[src/rtl/riscv_pkg.sv]
// Shared core definitions: NOP encoding and the EX-stage PC-source codes
// (also used by the jump/branch resolver).
package riscv_pkg;

    localparam logic [31:0] NOP_INSTR    = 32'h0000_0013;  // addi x0, x0, 0

    localparam logic [1:0]  PCSRC_PLUS4  = 2'b00;
    localparam logic [1:0]  PCSRC_TARGET = 2'b01;
    localparam logic [1:0]  PCSRC_ALU    = 2'b10;

endpackage

[src/rtl/fetch_stage_if.sv]
// Signal bundle between the fetch stage and its neighbours: EX redirect,
// hazard-unit stalls, instruction memory and the IF/ID outputs.
interface fetch_stage_if #(
    parameter int XLEN = 32
);
    logic [1:0]      pcsrce;
    logic [XLEN-1:0] pctargete;
    logic [XLEN-1:0] aluresulte;
    logic            stallf;
    logic            stalld;
    logic [31:0]     instrf;
    logic [XLEN-1:0] pcf;
    logic [31:0]     instrd;
    logic [XLEN-1:0] pcd;
    logic [XLEN-1:0] pcplus4d;
    logic            validd;
    logic            flushd;
    logic            flushe;

    // Surrounding pipeline / memory side
    modport master (
        output pcsrce, pctargete, aluresulte, stallf, stalld, instrf,
        input  pcf, instrd, pcd, pcplus4d, validd, flushd, flushe
    );

    // Fetch stage side
    modport slave (
        input  pcsrce, pctargete, aluresulte, stallf, stalld, instrf,
        output pcf, instrd, pcd, pcplus4d, validd, flushd, flushe
    );
endinterface

[src/rtl/if_id_reg.sv]
// IF/ID pipeline register: synchronous clear (reset or squash) beats
// enable; clearing inserts a NOP that is marked invalid.
module if_id_reg #(
    parameter int          XLEN      = 32,
    parameter logic [31:0] CLR_INSTR = 32'h0000_0013
) (
    input  logic            clk,
    input  logic            rst,
    input  logic            clr,
    input  logic            en,
    input  logic [31:0]     instr,
    input  logic [XLEN-1:0] pc,
    input  logic [XLEN-1:0] pcplus4,
    input  logic            valid,
    output logic [31:0]     instr_q,
    output logic [XLEN-1:0] pc_q,
    output logic [XLEN-1:0] pcplus4_q,
    output logic            valid_q
);

    // Priority: reset/clear, then hold when not enabled, else load
    always_ff @(posedge clk) begin
        if (rst || clr) begin
            instr_q   <= CLR_INSTR;
            pc_q      <= '0;
            pcplus4_q <= '0;
            valid_q   <= 1'b0;
        end else if (en) begin
            instr_q   <= instr;
            pc_q      <= pc;
            pcplus4_q <= pcplus4;
            valid_q   <= valid;
        end
    end

endmodule

[src/rtl/fetch_stage.sv]
// Instruction-fetch stage: PC register, next-PC select from the EX redirect
// code, flush generation and the IF/ID register.
module fetch_stage
    import riscv_pkg::*;
#(
    parameter int              XLEN     = 32,
    parameter logic [XLEN-1:0] RESET_PC = '0
) (
    input  logic          clk,
    input  logic          rst,
    fetch_stage_if.slave  bus
);

    logic [XLEN-1:0] pc_q;
    logic [XLEN-1:0] pcplus4f;
    logic [XLEN-1:0] next_pc;
    logic            redirect;

    assign pcplus4f = pc_q + XLEN'(4);

    // Decode the redirect code into a next-PC; code 11 falls back to PC+4
    always_comb begin
        redirect = 1'b0;
        next_pc  = pcplus4f;
        case (bus.pcsrce)
            PCSRC_PLUS4: begin
                redirect = 1'b0;
                next_pc  = pcplus4f;
            end
            PCSRC_TARGET: begin
                redirect = 1'b1;
                next_pc  = bus.pctargete;
            end
            PCSRC_ALU: begin
                redirect = 1'b1;
                next_pc  = {bus.aluresulte[XLEN-1:1], 1'b0};  // JALR clears bit 0
            end
            default: ;
        endcase
    end

    // PC register; a redirect overrides stallf
    always_ff @(posedge clk) begin
        if (rst) begin
            pc_q <= RESET_PC;
        end else if (redirect || !bus.stallf) begin
            pc_q <= next_pc;
        end
    end

    assign bus.pcf    = pc_q;
    assign bus.flushd = redirect && !rst;
    assign bus.flushe = redirect && !rst;

    if_id_reg #(
        .XLEN      (XLEN),
        .CLR_INSTR (NOP_INSTR)
    ) u_if_id_reg (
        .clk       (clk),
        .rst       (rst),
        .clr       (redirect),
        .en        (!bus.stalld),
        .instr     (bus.instrf),
        .pc        (pc_q),
        .pcplus4   (pcplus4f),
        .valid     (1'b1),
        .instr_q   (bus.instrd),
        .pc_q      (bus.pcd),
        .pcplus4_q (bus.pcplus4d),
        .valid_q   (bus.validd)
    );

endmodule
[src/flat_wrapper.sv]
// flat-port wrapper written by rule: the top's interface ports become plain ports
module fetch_stage_flat import riscv_pkg::*;
#(
    parameter int              XLEN     = 32,
    parameter logic [XLEN-1:0] RESET_PC = '0
)
  (clk, rst, bus_pcsrce, bus_pctargete, bus_aluresulte, bus_stallf, bus_stalld, bus_instrf, bus_pcf, bus_instrd, bus_pcd, bus_pcplus4d, bus_validd, bus_flushd, bus_flushe);
  fetch_stage_if #(.XLEN(XLEN)) bus_i ();
  input  logic clk;
  input  logic rst;
  input wire logic [$bits(bus_i.pcsrce)-1:0] bus_pcsrce;
  input wire logic [$bits(bus_i.pctargete)-1:0] bus_pctargete;
  input wire logic [$bits(bus_i.aluresulte)-1:0] bus_aluresulte;
  input wire logic [$bits(bus_i.stallf)-1:0] bus_stallf;
  input wire logic [$bits(bus_i.stalld)-1:0] bus_stalld;
  input wire logic [$bits(bus_i.instrf)-1:0] bus_instrf;
  output wire logic [$bits(bus_i.pcf)-1:0] bus_pcf;
  output wire logic [$bits(bus_i.instrd)-1:0] bus_instrd;
  output wire logic [$bits(bus_i.pcd)-1:0] bus_pcd;
  output wire logic [$bits(bus_i.pcplus4d)-1:0] bus_pcplus4d;
  output wire logic [$bits(bus_i.validd)-1:0] bus_validd;
  output wire logic [$bits(bus_i.flushd)-1:0] bus_flushd;
  output wire logic [$bits(bus_i.flushe)-1:0] bus_flushe;
  assign bus_i.pcsrce = bus_pcsrce;
  assign bus_i.pctargete = bus_pctargete;
  assign bus_i.aluresulte = bus_aluresulte;
  assign bus_i.stallf = bus_stallf;
  assign bus_i.stalld = bus_stalld;
  assign bus_i.instrf = bus_instrf;
  assign bus_pcf = bus_i.pcf;
  assign bus_instrd = bus_i.instrd;
  assign bus_pcd = bus_i.pcd;
  assign bus_pcplus4d = bus_i.pcplus4d;
  assign bus_validd = bus_i.validd;
  assign bus_flushd = bus_i.flushd;
  assign bus_flushe = bus_i.flushe;
  fetch_stage #(.XLEN(XLEN), .RESET_PC(RESET_PC)) u_core (.clk(clk), .rst(rst), .bus(bus_i));
endmodule
[config.mk]
export PLATFORM = sky130hd
export DESIGN_NAME = fetch_stage_flat
export DESIGN_NICKNAME = d
export VERILOG_FILES = /design/src/rtl/riscv_pkg.sv /design/src/rtl/fetch_stage_if.sv /design/src/rtl/if_id_reg.sv /design/src/rtl/fetch_stage.sv /design/src/flat_wrapper.sv
export SDC_FILE = /design/constraint.sdc
export NUM_CORES = 1
export LEC_CHECK = 0
export ABC_AREA = 0
export ABC_CLOCK_PERIOD_IN_PS = 2790
export CORE_MARGIN = 2
export CORE_UTILIZATION = 30
export DETAILED_ROUTE_END_ITERATION = 8
export PLACE_DENSITY = 0.68
export REMOVE_ABC_BUFFERS = 1
export SYNTH_ARGS = -nofsm -noshare
export SYNTH_HDL_FRONTEND = slang
export SYNTH_SLANG_ARGS = --single-unit
[constraint.sdc]
create_clock -name clk -period 2.79 [get_ports clk]
set_clock_uncertainty 0.2 [all_clocks]
set_input_delay 0.4185 -clock clk [delete_from_list [all_inputs] [get_ports clk]]
set_output_delay 0.4185 -clock clk [all_outputs]
set_load 0.1 [all_outputs]
# After elaboration in Yosys (flattened, before gate mapping)
# Index checks and enable logic that the tools add are counted.
# word_totals
regBits	129
in_bits	102
elab_cells	16
# op_classes
n_reduce_logical	6
eq_ne	2
addsub	1
muxes	2
# ops
operator	count
$pmux 32 s2	1
$add 32x3->32 const B	1
$eq 2x1->1 const B	1
$eq 2x2->1 const B	1
$logic_not 1->1	2
$logic_or 1x1->1	2
$reduce_or 2->1	1
$logic_and 1x1->1	1
$mux 1	1

# Longest topological paths before layout
# Gate-level depths: netlist (run 1).
# logic_depth
ltp_word	4
ltp_mapped	7

# By module
# A second synthesis (run 1) with hierarchy kept.
# hier_totals
hier_cells	643
hier_area_um2	6120.9
# by_module_without_submodules
mod	cells_each	area_each_um2	n_inst
if_id_reg	315	3487.1	1
fetch_stage	328	2633.8	1

# Worst setup path after synthesis (run 1)
# No wires, ideal clock.
# synth_timing
path_type	register -> register
from	reg u_core.pc_q[2], in the netlist u_core.bus.pcf[2]
to	reg u_core.pc_q[22], in the netlist u_core.bus.pcf[22]
path_buffers	0
t_arrival_ps	2737
setup_ps	140
t_required_ps	2450
stages_incl_launch_ff	7
slack_ps	-287
cell_sequence	dfxtp_1 ha_1 nand3_1 or4_4 or4b_1 o21ai_2 a2111oi_2
# synth_between
elab_chain_cells	2
# synth_rtl
element	line	source
start, declared	fetch_stage.sv:14	logic [XLEN-1:0] pc_q;
start signal, assigned	fetch_stage.sv:47	pc_q <= next_pc;
$add 32x3->32	fetch_stage.sv:19	assign pcplus4f = pc_q + XLEN'(4);
$pmux 32 s2	fetch_stage.sv:25	case (bus.pcsrce)
# Every way passes these cells.
# A chain may end at the register's enable or synchronous reset.

# Worst setup path in the final report (run 1)
# layout_timing
from	in bus_pcsrce[0]
to	out bus_flushe
# layout_between
elab_chain_cells	4
# layout_rtl
element	line	source
start, declared	flat_wrapper.sv:11	input wire logic [$bits(bus_i.pcsrce)-1:0] bus_pcsrce;
$eq 2x1->1 / $eq 2x2->1 (equally long branches)	fetch_stage.sv:25	
$reduce_or 2->1 (no line) *	--	
$mux 1 *	fetch_stage.sv:25	
$logic_and 1x1->1 *	fetch_stage.sv:53	assign bus.flushe = redirect && !rst;
end, declared	flat_wrapper.sv:23	output wire logic [$bits(bus_i.flushe)-1:0] bus_flushe;
# Mark *: on every way between the ends. The rest lies on a longest branch, timed or not.

==> flow_metrics.env, run 1 <==
export IMPL_grt_total_usage=0.181
export IMPL_clk_pin_slew_ns=0.06
export IMPL_synthCells=627
export IMPL_synthMuxAreaShare=0.119
export IMPL_place_congestion=0.745
export IMPL_tightest_slew_ns=0.656
export IMPL_end_kind="output port"
export IMPL_path_delay_family="buffers and inverters"
export IMPL_drc=0
export IMPL_slowest_delay_ns=0.48
export IMPL_htreeDepth=4
export IMPL_grt_pass1_wl_mm=28.0
export IMPL_yosys_area_top_type="dfxtp_1"
export IMPL_ys_warn_count=0
export IMPL_hold_violations=0
export IMPL_io_pins=233
export IMPL_cpMostUsedCell="inv_1"
export IMPL_hpwl_mm=13.2
export IMPL_drive_above_1_share=0.247
export IMPL_wl_per_cell_um=17.0
export IMPL_synthSimpleGateAreaFrac=0.165
export IMPL_dieWidth_um=142
export IMPL_power_density_nw_per_um2=690
export IMPL_layout_commonest_cell="buf_4"
export IMPL_start_util=0.306
export IMPL_setup_viol=0
export IMPL_synthXorXnorAreaFrac=0.0749
export IMPL_synthesis_area_um2=5730
export IMPL_power_mw=6.02
export IMPL_async_flop_share=0
export IMPL_arrival_ns=1.98
export IMPL_area_delta_synth_final_pct=52.1
export IMPL_synth_edf_count=0
export IMPL_totalWireLength_mm=18.6
export IMPL_min_period_ns=2.60
export IMPL_cts_tree="yes"
export IMPL_power_frac_comb=0.240
export IMPL_core_um2=18700
export IMPL_max_freq_ghz=0.385
export IMPL_detail_route_antenna_nets=0
export IMPL_postPlaceCellArea_um2=8030
export IMPL_portBuffers=231
export IMPL_antenna_found_initial=0
export IMPL_ys_seq_area_frac=0.444
export IMPL_ys_top_cells_by_area="dfxtp_1 (44%), mux2i_1 (12%), nor2_1 (6.5%)"
export IMPL_path_buf_inv=4
export IMPL_switching_share=0.321
export IMPL_period_share=0.931
export IMPL_worst_ep_required_time_ns=2.17
export IMPL_worstPathMaxFanout=3
export IMPL_synth_seq_cells=127
export IMPL_startpoint_type="input pin"
export IMPL_grt_max_degree=65
export IMPL_post_cts_setup_buffer_count=0
export IMPL_fin_nets=947
export IMPL_synth_top_area_share=0.444
export IMPL_hold_buffers=0
export IMPL_synth_fa_ha_area_frac=0.00655
export IMPL_ys_flop_type="dfxtp_1"
export IMPL_pwr_share_seq=0.333
export IMPL_grt_pass1_vias=5050
export IMPL_intPower_mw=4.09
export IMPL_rows=50
export IMPL_fin_hold_ws_ns=0.162
export IMPL_chipHeight_um=142
export IMPL_cts_root_buf="clkbuf_16"
export IMPL_hold_class="in -> reg"
export IMPL_ctsResizeCount=0
export IMPL_gr_total_overflow=0
export IMPL_clockBufferDepth=2
export IMPL_path_cells="clkdlybuf4s50_1, inv_1, ha_2, or2_2, inv_1, buf_12"
export IMPL_peakVddDrop_v=0.000438
export IMPL_num_fill_cells=1787
export IMPL_critPathSlowestCell="clkdlybuf4s50_1"
export IMPL_cap_viol_max_count=0
export IMPL_clk_latency_ns=0.42
export IMPL_numCtsBuffers=17
export IMPL_numClockSinks=127
export IMPL_first_pass_iters=4
export IMPL_synth_compound_area_frac=0.138
export IMPL_synth_top_family_by_area="simple AND/OR/NAND/NOR gates"
export IMPL_final_cell_area_um2=8710
export IMPL_switching_power_mw=1.93
export IMPL_slew_viol_final=0
export IMPL_relSlewSlack=0.558
export IMPL_diodes=0
export IMPL_rsz0062_at_grt="no"
export IMPL_p_leak_nw=3.56
export IMPL_vias=5379
export IMPL_clkPwrFrac=0.427
export IMPL_drt_initial_drc_count=275
export IMPL_ys_types=46
export IMPL_crit_type="in -> out"
export IMPL_avgViaCountPerCell=4.94
export IMPL_status="complete, no violations"
export IMPL_syn_area_per_cell_um2=9.14
export IMPL_dieArea_um2=20200
export IMPL_final_cell_mix="buf_4 (157), dfxtp_1 (127), nor2_1 (99), clkdlybuf4s50_1 (98), mux2i_1 (68)"
-- per-layer routing --
layer  global-route usage  part of all wire
met5                    0                 0
met4               0.0616             0.013
met3               0.0528             0.072
met2                0.293              0.47
met1                0.232              0.45
-- area by class of cell --
class,instances,area [um2],area share
inverters,5,18.8,0.00215
well taps,234,293,0.0336
clock inverters,10,206,0.0237
clock buffers,22,474,0.0544
flip-flops and latches,127,2540,0.292
multi-input cells,429,2890,0.332
repair buffers,262,2280,0.262
-- power groups by stage --
stage / combinational, mW / clock, mW / sequential, mW
final: 1.44 / 2.57 / 2.00
after CTS: 1.45 / 2.62 / 2.00
after floorplan: 0.293 / 0 / 2.69
after global routing: 1.51 / 2.70 / 2.02
after global placement: 1.44 / 0 / 2.04
after detailed placement: 1.45 / 0 / 2.04
-- path summary, 6_finish.rpt --
check / to / start / slack, ns / cells after the start
max: bus_flushe / bus_pcsrce[0] / 0.19 / 6
min reg2reg: u_core.u_if_id_reg.valid_q$_SDFFE_PP0N_ / u_core.u_if_id_reg.valid_q$_SDFFE_PP0N_ / 0.26 / 1
max reg2reg: u_core.bus.pcf[24]$_SDFFE_PP0P_ / u_core.bus.pcf[2]$_SDFFE_PP0P_ / 0.27 / 7
min: u_core.bus.pcf[0]$_SDFFE_PP0P_ / rst / 0.16 / 2
-- cells by family after synthesis --
group           count (synthesis)
compound gates                117
buf+inv                        71
fa+ha+maj                       3
mux                            68
xor+xnor                       49
simple gates                  192
flops                         127
-- per-stage QoR --
step | utilization | setup slack [ns] | std cells | setup TNS (ns)
after global routing | 0.466 | 0.0624 | 1089 | 0
final | 0.466 | 0.192 | 1089 | 0
after CTS | 0.466 | 0.185 | 1089 | 0
after floorplan | - | -0.896 | 561 | -61.91
after detailed placement | 0.429 | 0.192 | 1057 | 0
after global placement | 0.429 | 0.196 | 1057 | 0
-- flip-flops by register name, summed over array words and instances, names as in the netlist --
name	count
u_core.bus.pcf	32
u_core.u_if_id_reg.instr_q	32
u_core.u_if_id_reg.pc_q	32
u_core.u_if_id_reg.pcplus4_q	30
u_core.u_if_id_reg.valid_q	1
-- synthesized netlist by cell type, drive strengths merged (11+ instances only) --
library cell and number:
dfxtp 127, nor2 99, mux2i 68, clkbuf 46
nand2 28, xnor2 27, a21oi 26, a221oi 25
o21ai 24, a211oi 23, xor2 22, buf 20
nand4 17, nor3 11
Note: power is estimated with default switching activity, not from simulation.
==> inputs of run 2 (changes only) <==
ABC_CLOCK_PERIOD_IN_PS = 2700   (was 2790)
clock period = 2.7 ns   (was 2.79 ns; I/O delays follow)
==> run 2 against run 1 <==
  * Clock power decreased by 16%
  * Combinational power increased by 5%
  * Count of clock-buffer cells in the layout decreased by 1
  * Non-clock buffer count increased by 8
  * Core utilization decreased by 0.37 points
  * Global-route usage about the same
  * Power decreased by 4.7%
  * Hold slack improved by 0.028 ns
  * Critical path depth unchanged
==> flow_metrics.env, run 2 (synthesis gave the netlist of run 1 again) <==
export IMPL_path_buf_inv=4
export IMPL_post_cts_setup_buffer_count=0
export IMPL_vias=5344
export IMPL_path_delay_family="buffers and inverters"
export IMPL_totalWireLength_mm=18.4
export IMPL_hold_violations=0
export IMPL_tightest_slew_ns=0.614
export IMPL_rsz0062_at_grt="no"
export IMPL_startpoint_type="input pin"
export IMPL_wl_met1_mm=8.34
export IMPL_hold_buffers=0
export IMPL_arrival_ns=1.97
export IMPL_ff_latch_area_um2=2540
export IMPL_diodes=0
export IMPL_numClockSinks=127
export IMPL_dieWidth_um=142
export IMPL_critPathSlowestCell="clkdlybuf4s50_1"
export IMPL_io_pins=233
export IMPL_layout_commonest_cell="buf_4"
export IMPL_fin_nets=955
export IMPL_grt_max_degree=65
export IMPL_num_fill_cells=1796
export IMPL_tns_ns=0
export IMPL_max_freq_ghz=0.389
export IMPL_crit_type="in -> out"
export IMPL_period_share=0.952
export IMPL_top_layer_used="met4"
export IMPL_cap_viol_max_count=0
export IMPL_status="complete, no violations"
export IMPL_detail_route_antenna_nets=0
export IMPL_dieArea_um2=20200
export IMPL_end_kind="output port"
export IMPL_grt_pass1_vias=5071
export IMPL_clockBufferDepth=2
export IMPL_slew_viol_final=0
export IMPL_final_cell_mix="buf_4 (166), dfxtp_1 (127), nor2_1 (99), clkdlybuf4s50_1 (98), mux2i_1 (68)"
export IMPL_htreeDepth=4
export IMPL_cts_tree="yes"
export IMPL_dp_cells=1065
export IMPL_setup_viol=0
export IMPL_dp_slack_ns=0.0849
export IMPL_multi_input_area_um2=2890
export IMPL_worst_ep_required_time_ns=2.10
export IMPL_place_congestion=0.739
export IMPL_portBuffers=231
export IMPL_chipHeight_um=142
export IMPL_hpwl_mm=13.3
export IMPL_gr_total_overflow=0
export IMPL_grt_total_usage=0.181
export IMPL_ctsResizeCount=0
export IMPL_start_util=0.306
export IMPL_p_leak_nw=3.52
export IMPL_first_pass_iters=4
export IMPL_avgViaCountPerCell=4.87
export IMPL_path_cells="clkdlybuf4s50_1, inv_1, ha_2, or2_2, inv_1, buf_12"
export IMPL_core_um2=18700
export IMPL_dr_wl_met2_mm=8.60
export IMPL_cts_root_buf="clkbuf_16"
export IMPL_worstPathMaxFanout=3
export IMPL_area_delta_synth_final_pct=50.9
export IMPL_wl_per_cell_um=16.8
export IMPL_rows=50
export IMPL_clk_pin_slew_ns=0.06
export IMPL_slowest_delay_ns=0.48
export IMPL_drive_above_1_share=0.256
export IMPL_cpMostUsedCell="inv_1"
export IMPL_power_density_nw_per_um2=664
export IMPL_finalWorstSetupSlack_ns=0.129
export IMPL_grt_pass1_wl_mm=28.3
export IMPL_met3WireLength_mm=1.30
export IMPL_hold_class="in -> reg"
export IMPL_drt_initial_drc_count=234
export IMPL_antenna_found_initial=0
export IMPL_drc=0
export IMPL_clk_latency_ns=0.42
export IMPL_min_period_ns=2.57
export IMPL_numCtsBuffers=17
export IMPL_peakVddDrop_v=0.000418
export IMPL_finalNonFillerCells=1097
export IMPL_relSlewSlack=0.587
[run 2: cell types whose count changed in the layout (fill, tap and decap cells not counted)]
cell        change
clkbuf_8        +1
buf_12          -1
clkinvlp_4      +7
inv_6           +2
clkinv_4        -1
clkbuf_1        -2
buf_4           +9
bufinv_16       -6
clkinv_2        -1
[run 2: metal layers]
metal / up-vias / GRT usage
met2: 168 / 0.294
met3: 18 / 0.0575
met1: 2497 / 0.232
met5: - / 0
met4: 0 / 0.0521
li1: 2661 / -
[run 2: path summary, 6_finish.rpt]
path	from	to	slack (ns)	cells after the start
hold / removal	bus_stalld	u_core.u_if_id_reg.pcplus4_q[4]$_SDFFE_PP0N_	0.19	3
setup reg to reg	u_core.bus.pcf[2]$_SDFFE_PP0P_	u_core.bus.pcf[22]$_SDFFE_PP0P_	0.30	6
setup / recovery	bus_pcsrce[0]	bus_flushe	0.13	6
hold reg to reg	u_core.u_if_id_reg.valid_q$_SDFFE_PP0N_	u_core.u_if_id_reg.valid_q$_SDFFE_PP0N_	0.26	1
[run 2: layout make-up]
cell class,instances,share of cell area
inverter,5,0.00217
clock inverter,11,0.00955
clock buffer,21,0.0556
multi-input combinational,429,0.335
sequential,127,0.294
tap,234,0.0339
timing repair buffer,270,0.270
[run 2: through the flow]
| stage | cell area [um2] | hold WS (ns) | total power, mW | util |
|---|---|---|---|---|
| final | 8640 | 0.190 | 5.74 | 0.462 |
| after detailed placement | 8080 | 0.247 | 3.62 | 0.432 |
| after global placement | 8080 | 0.239 | 3.61 | 0.432 |
| after CTS | 8640 | 0.173 | 5.80 | 0.462 |
| after global routing | 8640 | 0.197 | 5.95 | 0.462 |
| after floorplan | 5440 | 0.274 | 3.08 | - |
[run 2: where the power goes]
group	internal [mW]	switching, mW	leakage [nW]
combinational	0.458	1.06	2.23
sequential	1.97	0.0873	1.04
clock	1.27	0.893	0.252
[run 2: tightest hold or removal path, cell delays in order]
cell and delay, ns:
buf_4 0.20, nand2_1 0.09, a21oi_1 0.06
==> inputs of run 3 (changes only) <==
CAP_MARGIN = 20   (was unset)
CORE_ASPECT_RATIO = 1.4   (was unset)
==> run 3 against run 2 <==
  * First-iteration DRC count is 6.4% higher
  * Setup slack better by 0.0093 ns
  * Non-clock buffer count is 1 lower
==> flow_metrics.env, run 3 (synthesis gave the netlist of run 1 again) <==
export IMPL_critPathSlowestCell="clkdlybuf4s50_1"
export IMPL_grt_max_degree=65
export IMPL_power_mw=5.71
export IMPL_rsz0062_at_grt="no"
export IMPL_place_congestion=0.777
export IMPL_dieArea_um2=20200
export IMPL_cts_tree="yes"
export IMPL_rows=59
export IMPL_cpMostUsedCell="inv_1"
export IMPL_status="complete, no violations"
export IMPL_hp_start="bus_stalld"
export IMPL_cap_viol_max_count=0
export IMPL_grt_total_usage=0.185
export IMPL_finalWorstSetupSlack_ns=0.138
export IMPL_ctsResizeCount=0
export IMPL_peakVddDrop_v=0.000326
export IMPL_io_pins=233
export IMPL_numCtsBuffers=17
export IMPL_worst_ep_required_time_ns=2.10
export IMPL_final_cell_mix="buf_4 (163), dfxtp_1 (127), nor2_1 (99), clkdlybuf4s50_1 (98), mux2i_1 (68)"
export IMPL_dp_slack_ns=0.115
export IMPL_worstPathMaxFanout=3
export IMPL_relSlewSlack=0.579
export IMPL_slowest_delay_ns=0.49
export IMPL_numClockSinks=127
export IMPL_clk_pin_slew_ns=0.06
export IMPL_max_freq_ghz=0.390
export IMPL_hold_violations=0
export IMPL_cts_root_buf="clkbuf_16"
export IMPL_period_share=0.949
export IMPL_min_period_ns=2.56
export IMPL_tightest_slew_ns=0.631
export IMPL_end_kind="output port"
export IMPL_gr_total_overflow=0
export IMPL_post_cts_setup_buffer_count=0
export IMPL_diodes=0
export IMPL_detail_route_antenna_nets=0
export IMPL_crit_start="bus_pcsrce[0]"
export IMPL_path_cells="clkdlybuf4s50_1, inv_1, ha_2, or2_2, inv_1, buf_12"
export IMPL_fin_nets=954
export IMPL_clk_latency_ns=0.41
export IMPL_arrival_ns=1.96
export IMPL_r2r_start="u_core.bus.pcf[3]$_SDFFE_PP0P_"
export IMPL_avgViaCountPerCell=4.82
export IMPL_finalNonFillerCells=1106
export IMPL_grt_pass1_wl_mm=29.1
export IMPL_grt_pass1_vias=5253
export IMPL_chipHeight_um=168
export IMPL_drc=0
export IMPL_first_pass_iters=4
export IMPL_power_density_nw_per_um2=660
export IMPL_p_leak_nw=3.53
export IMPL_area_delta_synth_final_pct=51.1
export IMPL_totalWireLength_mm=18.4
export IMPL_dieWidth_um=121
export IMPL_vias=5333
export IMPL_start_util=0.307
export IMPL_wl_per_cell_um=16.7
export IMPL_hold_class="in -> reg"
export IMPL_startpoint_type="input pin"
export IMPL_drive_above_1_share=0.249
export IMPL_dp_cells=1074
export IMPL_fin_util=0.464
export IMPL_drt_initial_drc_count=249
export IMPL_crit_type="in -> out"
export IMPL_core_um2=18700
export IMPL_setup_viol=0
export IMPL_portBuffers=231
export IMPL_layout_commonest_cell="buf_4"
export IMPL_hold_buffers=0
export IMPL_hpwl_mm=13.4
export IMPL_htreeDepth=4
export IMPL_antenna_found_initial=0
export IMPL_clockBufferDepth=2
export IMPL_slew_viol_final=0
-- run 3: final timing paths --
path	cells after the start	end	slack, ns
min reg2reg	1	u_core.u_if_id_reg.valid_q$_SDFFE_PP0N_	0.26
max reg2reg	6	u_core.bus.pcf[22]$_SDFFE_PP0P_	0.34
max	6	bus_flushd	0.14
min	3	u_core.u_if_id_reg.pcplus4_q[6]$_SDFFE_PP0N_	0.20
-- run 3: per-layer routing --
| layer | routed length, um | vias up | track usage |
|---|---|---|---|
| li1 | - | 2658 | - |
| met1 | 7570 | 2475 | 0.223 |
| met2 | 9280 | 180 | 0.315 |
| met3 | 1260 | 20 | 0.0494 |
| met4 | 316 | 0 | 0.0627 |
| met5 | 0 | - | 0 |
-- run 3: critical path: cells and delay by family --
family        cells  cell delay (ns)
buf+inv           4             0.91
fa+ha+maj         1             0.29
simple gates      1             0.34
-- run 3: report_power, final --
| part | leakage (nW) | total [mW] | switching, mW | internal [mW] |
|---|---|---|---|---|
| Clock | 0.268 | 2.14 | 0.806 | 1.33 |
| Combinational | 2.23 | 1.51 | 1.05 | 0.462 |
| Sequential | 1.04 | 2.06 | 0.0902 | 1.97 |
-- run 3: stage by stage --
step / setup TNS [ns] / hold WS, ns / area, um2
final: 0 / 0.204 / 8660
after detailed placement: 0 / 0.244 / 8110
after floorplan: -70.56 / 0.274 / 5440
after global routing: 0 / 0.217 / 8660
after CTS: 0 / 0.190 / 8660
after global placement: 0 / 0.240 / 8110
-- run 3: final cells by class --
type                       instances  area [um2]
timing repair buffer             269        2350
inverter                           5        18.8
clock buffer                      26         489
sequential                       127        2540
fill                            1849       10000
clock inverter                     6        57.6
tap                              244         305
multi-input combinational        429        2900
